$ cat src/rtl/layer_mixer_if.sv
// Bus between the layer sources / control plane and the layer mixer.
// Clock and reset stay outside the interface as plain ports.
interface layer_mixer_if #(
  parameter int LAYERS = 3,
  parameter int BPC    = 6,
  parameter int AW     = 4
);
  localparam int PW  = 3 * BPC;
  localparam int CAW = (LAYERS > 2) ? $clog2(LAYERS) : 1;

  // cfgWrite and fadeCmdValid are single-cycle strobes with no ready: the mixer
  // samples them on every clock and never back-pressures, so a strobe high for
  // one cycle is exactly one transfer.
  logic [2:0]           pixelClockPhase;
  logic                 fieldStart;
  logic [LAYERS*PW-1:0] rgb_in;
  logic [LAYERS-1:0]    layerEnable;
  logic                 cfgWrite;
  logic [CAW-1:0]       cfgAddr;
  logic [PW-1:0]        cfgKey;
  logic                 fadeCmdValid;
  logic [1:0]           fadeCmd;
  logic [PW-1:0]        rgb_out;
  logic [AW:0]          fadeAlpha;
  logic                 fadeBusy;
  logic [1:0]           fadeState;

  modport master (
    output pixelClockPhase, fieldStart, rgb_in, layerEnable,
           cfgWrite, cfgAddr, cfgKey, fadeCmdValid, fadeCmd,
    input  rgb_out, fadeAlpha, fadeBusy, fadeState
  );

  modport slave (
    input  pixelClockPhase, fieldStart, rgb_in, layerEnable,
           cfgWrite, cfgAddr, cfgKey, fadeCmdValid, fadeCmd,
    output rgb_out, fadeAlpha, fadeBusy, fadeState
  );
endinterface

$ cat src/rtl/layer_mixer.sv
// Multi-layer keyed pixel mixer: picks the highest-priority visible layer over
// the background and alpha-blends it using a field-stepped fade controller.
module layer_mixer #(
  parameter int LAYERS = 3,
  parameter int BPC    = 6,
  parameter int AW     = 4
) (
  input logic           pixelClockX6,
  input logic           nReset,
  layer_mixer_if.slave  bus
);
  localparam int PW  = 3 * BPC;
  localparam int CAW = (LAYERS > 2) ? $clog2(LAYERS) : 1;
  localparam logic [AW:0] ONE       = {1'b1, {AW{1'b0}}};
  localparam logic [AW:0] ALPHA_ONE = {{AW{1'b0}}, 1'b1};

  typedef enum logic [1:0] {
    OPAQUE      = 2'd0,
    FADING_OUT  = 2'd1,
    TRANSPARENT = 2'd2,
    FADING_IN   = 2'd3
  } fade_state_t;

  fade_state_t state, state_next;
  logic [AW:0] alpha, alpha_next, inv_alpha;
  logic        cmd_taken;
  logic        tick;

  logic [PW-1:0] key [1:LAYERS-1];
  logic          win_hit;
  logic [PW-1:0] win_pix;
  logic          fg_hit;
  logic [PW-1:0] fg_pix, bg_pix, rgb_q, blend_pix;
  logic [BPC+AW:0] mix [3];

  assign tick = (bus.pixelClockPhase == 3'd0);

  // Keys are written on the clock edge, so a tick in the write cycle still
  // compares against the old key.
  always_ff @(posedge pixelClockX6 or negedge nReset) begin
    if (!nReset) begin
      for (int i = 1; i < LAYERS; i++) key[i] <= '0;
    end else if (bus.cfgWrite) begin
      for (int i = 1; i < LAYERS; i++)
        if (bus.cfgAddr == CAW'(i)) key[i] <= bus.cfgKey;
    end
  end

  // Ascending scan: the last match, i.e. the highest index, wins.
  always_comb begin
    win_hit = 1'b0;
    win_pix = '0;
    for (int i = 1; i < LAYERS; i++) begin
      if (bus.layerEnable[i] && (bus.rgb_in[i*PW +: PW] != key[i])) begin
        win_hit = 1'b1;
        win_pix = bus.rgb_in[i*PW +: PW];
      end
    end
  end

  assign inv_alpha = ONE - alpha;

  always_comb begin
    blend_pix = '0;
    for (int c = 0; c < 3; c++) begin
      mix[c] = ({{(AW+1){1'b0}}, fg_pix[c*BPC +: BPC]} * {{BPC{1'b0}}, alpha})
             + ({{(AW+1){1'b0}}, bg_pix[c*BPC +: BPC]} * {{BPC{1'b0}}, inv_alpha});
      blend_pix[c*BPC +: BPC] = mix[c][AW +: BPC];
    end
  end

  always_ff @(posedge pixelClockX6 or negedge nReset) begin
    if (!nReset) begin
      fg_hit <= 1'b0;
      fg_pix <= '0;
      bg_pix <= '0;
      rgb_q  <= '0;
    end else if (tick) begin
      fg_hit <= win_hit;
      fg_pix <= win_pix;
      bg_pix <= bus.rgb_in[PW-1:0];
      rgb_q  <= fg_hit ? blend_pix : bg_pix;
    end
  end

  always_ff @(posedge pixelClockX6 or negedge nReset) begin
    if (!nReset) begin
      state <= OPAQUE;
      alpha <= ONE;
    end else begin
      state <= state_next;
      alpha <= alpha_next;
    end
  end

  // An accepted command wins over a same-cycle field step; the step clamps so
  // a reversal parked at an endpoint still lands in the right terminal state.
  always_comb begin
    state_next = state;
    alpha_next = alpha;
    cmd_taken  = 1'b0;
    if (bus.fadeCmdValid) begin
      case (bus.fadeCmd)
        2'b10: if (state == OPAQUE || state == FADING_IN) begin
          state_next = FADING_OUT;
          cmd_taken  = 1'b1;
        end
        2'b01: if (state == TRANSPARENT || state == FADING_OUT) begin
          state_next = FADING_IN;
          cmd_taken  = 1'b1;
        end
        2'b11: begin
          state_next = OPAQUE;
          alpha_next = ONE;
          cmd_taken  = 1'b1;
        end
        default: ;
      endcase
    end
    if (!cmd_taken && bus.fieldStart) begin
      case (state)
        FADING_OUT: begin
          if (alpha <= ALPHA_ONE) begin
            alpha_next = '0;
            state_next = TRANSPARENT;
          end else begin
            alpha_next = alpha - ALPHA_ONE;
          end
        end
        FADING_IN: begin
          if (alpha >= ONE - ALPHA_ONE) begin
            alpha_next = ONE;
            state_next = OPAQUE;
          end else begin
            alpha_next = alpha + ALPHA_ONE;
          end
        end
        default: ;
      endcase
    end
  end

  assign bus.rgb_out   = rgb_q;
  assign bus.fadeAlpha = alpha;
  assign bus.fadeBusy  = (state == FADING_OUT) || (state == FADING_IN);
  assign bus.fadeState = state;

  logic unused_bits;
  assign unused_bits = ^{bus.layerEnable[0],
                         mix[0][AW-1:0], mix[0][BPC+AW],
                         mix[1][AW-1:0], mix[1][BPC+AW],
                         mix[2][AW-1:0], mix[2][BPC+AW]};
endmodule

$ cat src/flat_wrapper.sv
// flat-port wrapper written by rule: the top's interface ports become plain ports
module layer_mixer_flat 
#(
  parameter int LAYERS = 3,
  parameter int BPC    = 6,
  parameter int AW     = 4
)
  (pixelClockX6, nReset, bus_pixelClockPhase, bus_fieldStart, bus_rgb_in, bus_layerEnable, bus_cfgWrite, bus_cfgAddr, bus_cfgKey, bus_fadeCmdValid, bus_fadeCmd, bus_rgb_out, bus_fadeAlpha, bus_fadeBusy, bus_fadeState);
  layer_mixer_if #(.LAYERS(LAYERS), .BPC(BPC), .AW(AW)) bus_i ();
  input logic pixelClockX6;
  input logic nReset;
  input wire logic [$bits(bus_i.pixelClockPhase)-1:0] bus_pixelClockPhase;
  input wire logic [$bits(bus_i.fieldStart)-1:0] bus_fieldStart;
  input wire logic [$bits(bus_i.rgb_in)-1:0] bus_rgb_in;
  input wire logic [$bits(bus_i.layerEnable)-1:0] bus_layerEnable;
  input wire logic [$bits(bus_i.cfgWrite)-1:0] bus_cfgWrite;
  input wire logic [$bits(bus_i.cfgAddr)-1:0] bus_cfgAddr;
  input wire logic [$bits(bus_i.cfgKey)-1:0] bus_cfgKey;
  input wire logic [$bits(bus_i.fadeCmdValid)-1:0] bus_fadeCmdValid;
  input wire logic [$bits(bus_i.fadeCmd)-1:0] bus_fadeCmd;
  output wire logic [$bits(bus_i.rgb_out)-1:0] bus_rgb_out;
  output wire logic [$bits(bus_i.fadeAlpha)-1:0] bus_fadeAlpha;
  output wire logic [$bits(bus_i.fadeBusy)-1:0] bus_fadeBusy;
  output wire logic [$bits(bus_i.fadeState)-1:0] bus_fadeState;
  assign bus_i.pixelClockPhase = bus_pixelClockPhase;
  assign bus_i.fieldStart = bus_fieldStart;
  assign bus_i.rgb_in = bus_rgb_in;
  assign bus_i.layerEnable = bus_layerEnable;
  assign bus_i.cfgWrite = bus_cfgWrite;
  assign bus_i.cfgAddr = bus_cfgAddr;
  assign bus_i.cfgKey = bus_cfgKey;
  assign bus_i.fadeCmdValid = bus_fadeCmdValid;
  assign bus_i.fadeCmd = bus_fadeCmd;
  assign bus_rgb_out = bus_i.rgb_out;
  assign bus_fadeAlpha = bus_i.fadeAlpha;
  assign bus_fadeBusy = bus_i.fadeBusy;
  assign bus_fadeState = bus_i.fadeState;
  layer_mixer #(.LAYERS(LAYERS), .BPC(BPC), .AW(AW)) u_core (.pixelClockX6(pixelClockX6), .nReset(nReset), .bus(bus_i));
endmodule
$ cat config.mk
export PLATFORM = sky130hd
export DESIGN_NAME = layer_mixer_flat
export DESIGN_NICKNAME = d
export VERILOG_FILES = /design/src/rtl/layer_mixer_if.sv /design/src/rtl/layer_mixer.sv /design/src/flat_wrapper.sv
export SDC_FILE = /design/constraint.sdc
export NUM_CORES = 1
export LEC_CHECK = 0
export ABC_AREA = 1
export BUFFER_PORTS_ARGS = -buffer_cell sky130_fd_sc_hd__buf_2
export CORE_MARGIN = 5
export CORE_UTILIZATION = 55
export DETAILED_ROUTE_END_ITERATION = 10
export PLACE_DENSITY = 0.72
export SLEW_MARGIN = 0
export SYNTH_ARGS = -nofsm -noshare
export SYNTH_HDL_FRONTEND = slang
export SYNTH_SLANG_ARGS = --single-unit
export TNS_END_PERCENT = 30
$ cat constraint.sdc
create_clock -name pixelClockX6 -period 6.8 [get_ports pixelClockX6]
set_input_delay 1.02 -clock pixelClockX6 [delete_from_list [all_inputs] [get_ports pixelClockX6]]
set_output_delay 1.02 -clock pixelClockX6 [all_outputs]
set_load 0.01 [all_outputs]
==> impl_metrics.toml <==
[outcome]
status = "completed"

[drt]
drtIter0Drc = 538
via_count = 9499
routedWlPerCell_microns = 14.6
antenna_left = 0
drc = 0
finalWirelength_mm = 26.8
vias_per_cell = 5.15
first_pass_iters = 7

[clocking]
postCtsHoldBufs = 0
cts_buffers = 9
clk_pin_slew_ns = 0.08
clk_latency_ns = 0.36
cts_tree = "yes"
cts_setup_buffers = 0
root_buffer = "clkbuf_16"
post_cts_resize_count = 0
numClockSinks = 98
clk_path_buf_depth = 2
cts_max_level = 3

[placement]
finalWeightedCongestion = 0.910
dpl_worst_slack_ns = 1.26
dp_hpwl_mm = 20.7
port_buffers = 111

[floorplanning]
dieArea_sq_mm = 0.0227
io-pin-count = 113
core-area_sq_mm = 0.0195
die_width_microns = 151
start_util_pct = 55.9
die_h_microns = 151
rows = 51

[setup_path]
required_ns = 7.04
path_max_fanout = 24
crit-reg2reg-launch = "u_core.bus.fadeAlpha[4]$_DFF_PN1_"
arrival_ns = 5.85
r2r_end = "u_core.bus.rgb_out[10]$_DFFE_PN0N_"
reg2reg_slack_ns = 1.19
startpoint_type = "flop"
critPathKind = "flop to flop"
reg2regPathDepth = 21
cp-end-kind = "flop"

[timing]
rsz0062_at_grt = "false"
drv_slew = 0
finalCritPeriodShare_pct = 82.5
layout_min_cycle_time_ns = 5.61
fin_ws_ns = 1.19
finClkSkew_ns = 0.0108
finalHoldViolations = 0
maxSlewHeadroom_pct = 23.5
fmax_ghz = 0.178
tns_ns = 0
worst_pin_slew_ns = 1.14
setup_violations = 0

[yosys]
yosysTopAreaCell = "dfrtp_1"
syn_area_per_cell_sq_um = 7.35
yosysWarnings = 0
synth_flop_cell = "dfrtp_1"
synth.top_cells.by_area = "dfrtp_1, fa_1, nand2_1, inv_1, ha_1"
syn-instance-count = 1485
synth_fp_nets = 1767
syn_area_sq_mm = 0.0109
async_flop_share_pct = 100
post-synth-top-area-fraction_pct = 22.3
synth_cell_types = 40
synth_edf_count = 0
synth-seq-cells = 98
ys_seq_area_share_pct = 22.5

[global_routing]
grt_usage_pct = 25.2
antenna_found_initial = 1
grt_max_degree = 70
grt_pass1_vias = 9488
grt_pass1_wl_mm = 45.6
overflow = 0

[worst_hold_path]
hold_path.class = "flop to flop"
hold_end = "u_core.bus.rgb_out[11]$_DFFE_PN0N_"
hold_start = "u_core.bus.rgb_out[11]$_DFFE_PN0N_"
hold_depth = 2

[layout]
drive_gt1_share_pct = 9.51
final_cell_mix = "nand2_1, inv_1, buf_2"
layout_commonest_cell = "nand2_1"
antenna_cells = 0
layout.nets = 1855
area_growth_pct = 9.43

[run]
drv_cap = 0
[per-layer routing]
| layer | vias up | share of wire (%) | GRT usage, % |
|---|---|---|---|
| met1 | 4420 | 44 | 34.2 |
| met3 | 61 | 8.0 | 4.82 |
| met5 | - | 0.026 | 0 |
| met4 | 2 | 3.3 | 9.93 |
| li1 | 4682 | - | - |
| met2 | 334 | 45 | 40.0 |
[stage by stage]
stage,hold WS [ns],cell area [sq um],std cells,utilization [%]
after global placement,0.461,11600,1827,59.6
after CTS,0.483,11900,1843,61.1
final,0.482,11900,1843,61.1
after detailed placement,0.462,11600,1827,59.6
after global routing,0.503,11900,1843,61.1
after floorplan,0.467,10900,1485,-
[cells in the mapped netlist, types with 2 or more instances]
library cell  number
xor2_1            15
clkbuf_1          22
inv_1            328
fa_1             105
nand3b_1          14
dfrtp_1           97
a21oi_1           29
buf_4              2
nor2_1            73
clkbuf_8           3
o21ai_0           81
o211ai_1           9
nor3_1             9
or2_0              2
buf_1              8
buf_2              7
nor2_2             2
o21bai_1           6
nand2_1          429
nand2_2            2
xnor2_1           16
a31oi_1            8
nand3_1          100
buf_6              2
nand4_1           12
ha_1              90
[state kept, by name, summed over array words and instances (netlist names)]
| register | cells |
|---|---|
| u_core.bg_pix | 18 |
| u_core.bus.rgb_out | 18 |
| u_core.fg_hit | 1 |
| u_core.fg_pix | 18 |
| u_core.bus.fadeAlpha | 5 |
| u_core.key | 36 |
| u_core.bus.fadeState | 2 |
[cells by family after synthesis]
group           synth area share, %
xor+xnor                       2.49
flops                          22.5
fa+ha+maj                      29.6
compound gates                 6.88
buf+inv                        13.7
simple gates                   24.8
[critical path, stage by stage, from the launching register on]
cell      delay, ns
dfstp_2        0.90
inv_1          0.25
nand2_2        0.25
nand2_1        0.15
buf_4          0.23
nor2_1         0.14
fa_1           0.45
fa_1           0.52
fa_1           0.43
fa_1           0.49
inv_1          0.05
fa_1           0.47
inv_1          0.04
ha_1           0.33
inv_1          0.09
o21ai_0        0.09
a31oi_1        0.19
nand2_1        0.07
nand2_1        0.06
nand3_1        0.06
o211ai_1       0.14
nand2_1        0.08
[worst max path at each step]
stage / from / endpoint / slack, ns / cells past startpoint
after global placement: u_core.bus.fadeAlpha[4]$_DFF_PN1_ / u_core.bus.rgb_out[10]$_DFFE_PN0N_ / 1.34 / 20
final: u_core.bus.fadeAlpha[4]$_DFF_PN1_ / u_core.bus.rgb_out[10]$_DFFE_PN0N_ / 1.19 / 21
after CTS: u_core.bus.fadeAlpha[4]$_DFF_PN1_ / u_core.bus.rgb_out[5]$_DFFE_PN0N_ / 1.24 / 25
after detailed placement: u_core.bus.fadeAlpha[4]$_DFF_PN1_ / u_core.bus.rgb_out[5]$_DFFE_PN0N_ / 1.26 / 25
after floorplan: u_core.bus.fadeAlpha[0]$_DFF_PN0_ / u_core.bus.rgb_out[4]$_DFFE_PN0N_ / 1.84 / 22
after global routing: u_core.bus.fadeAlpha[4]$_DFF_PN1_ / u_core.bus.rgb_out[16]$_DFFE_PN0N_ / 0.88 / 21
[cell type report]
class	instances	area (sq um)
fill	1808	7590
multi-input combinational	1012	6970
sequential	98	2450
inverter	329	1230
timing repair buffer	123	648
tap	265	332
clock buffer	9	225
clock inverter	7	76.3
Power is not shown: default switching activity piles up to over one toggle a cycle in this logic, so the estimate is an artifact.
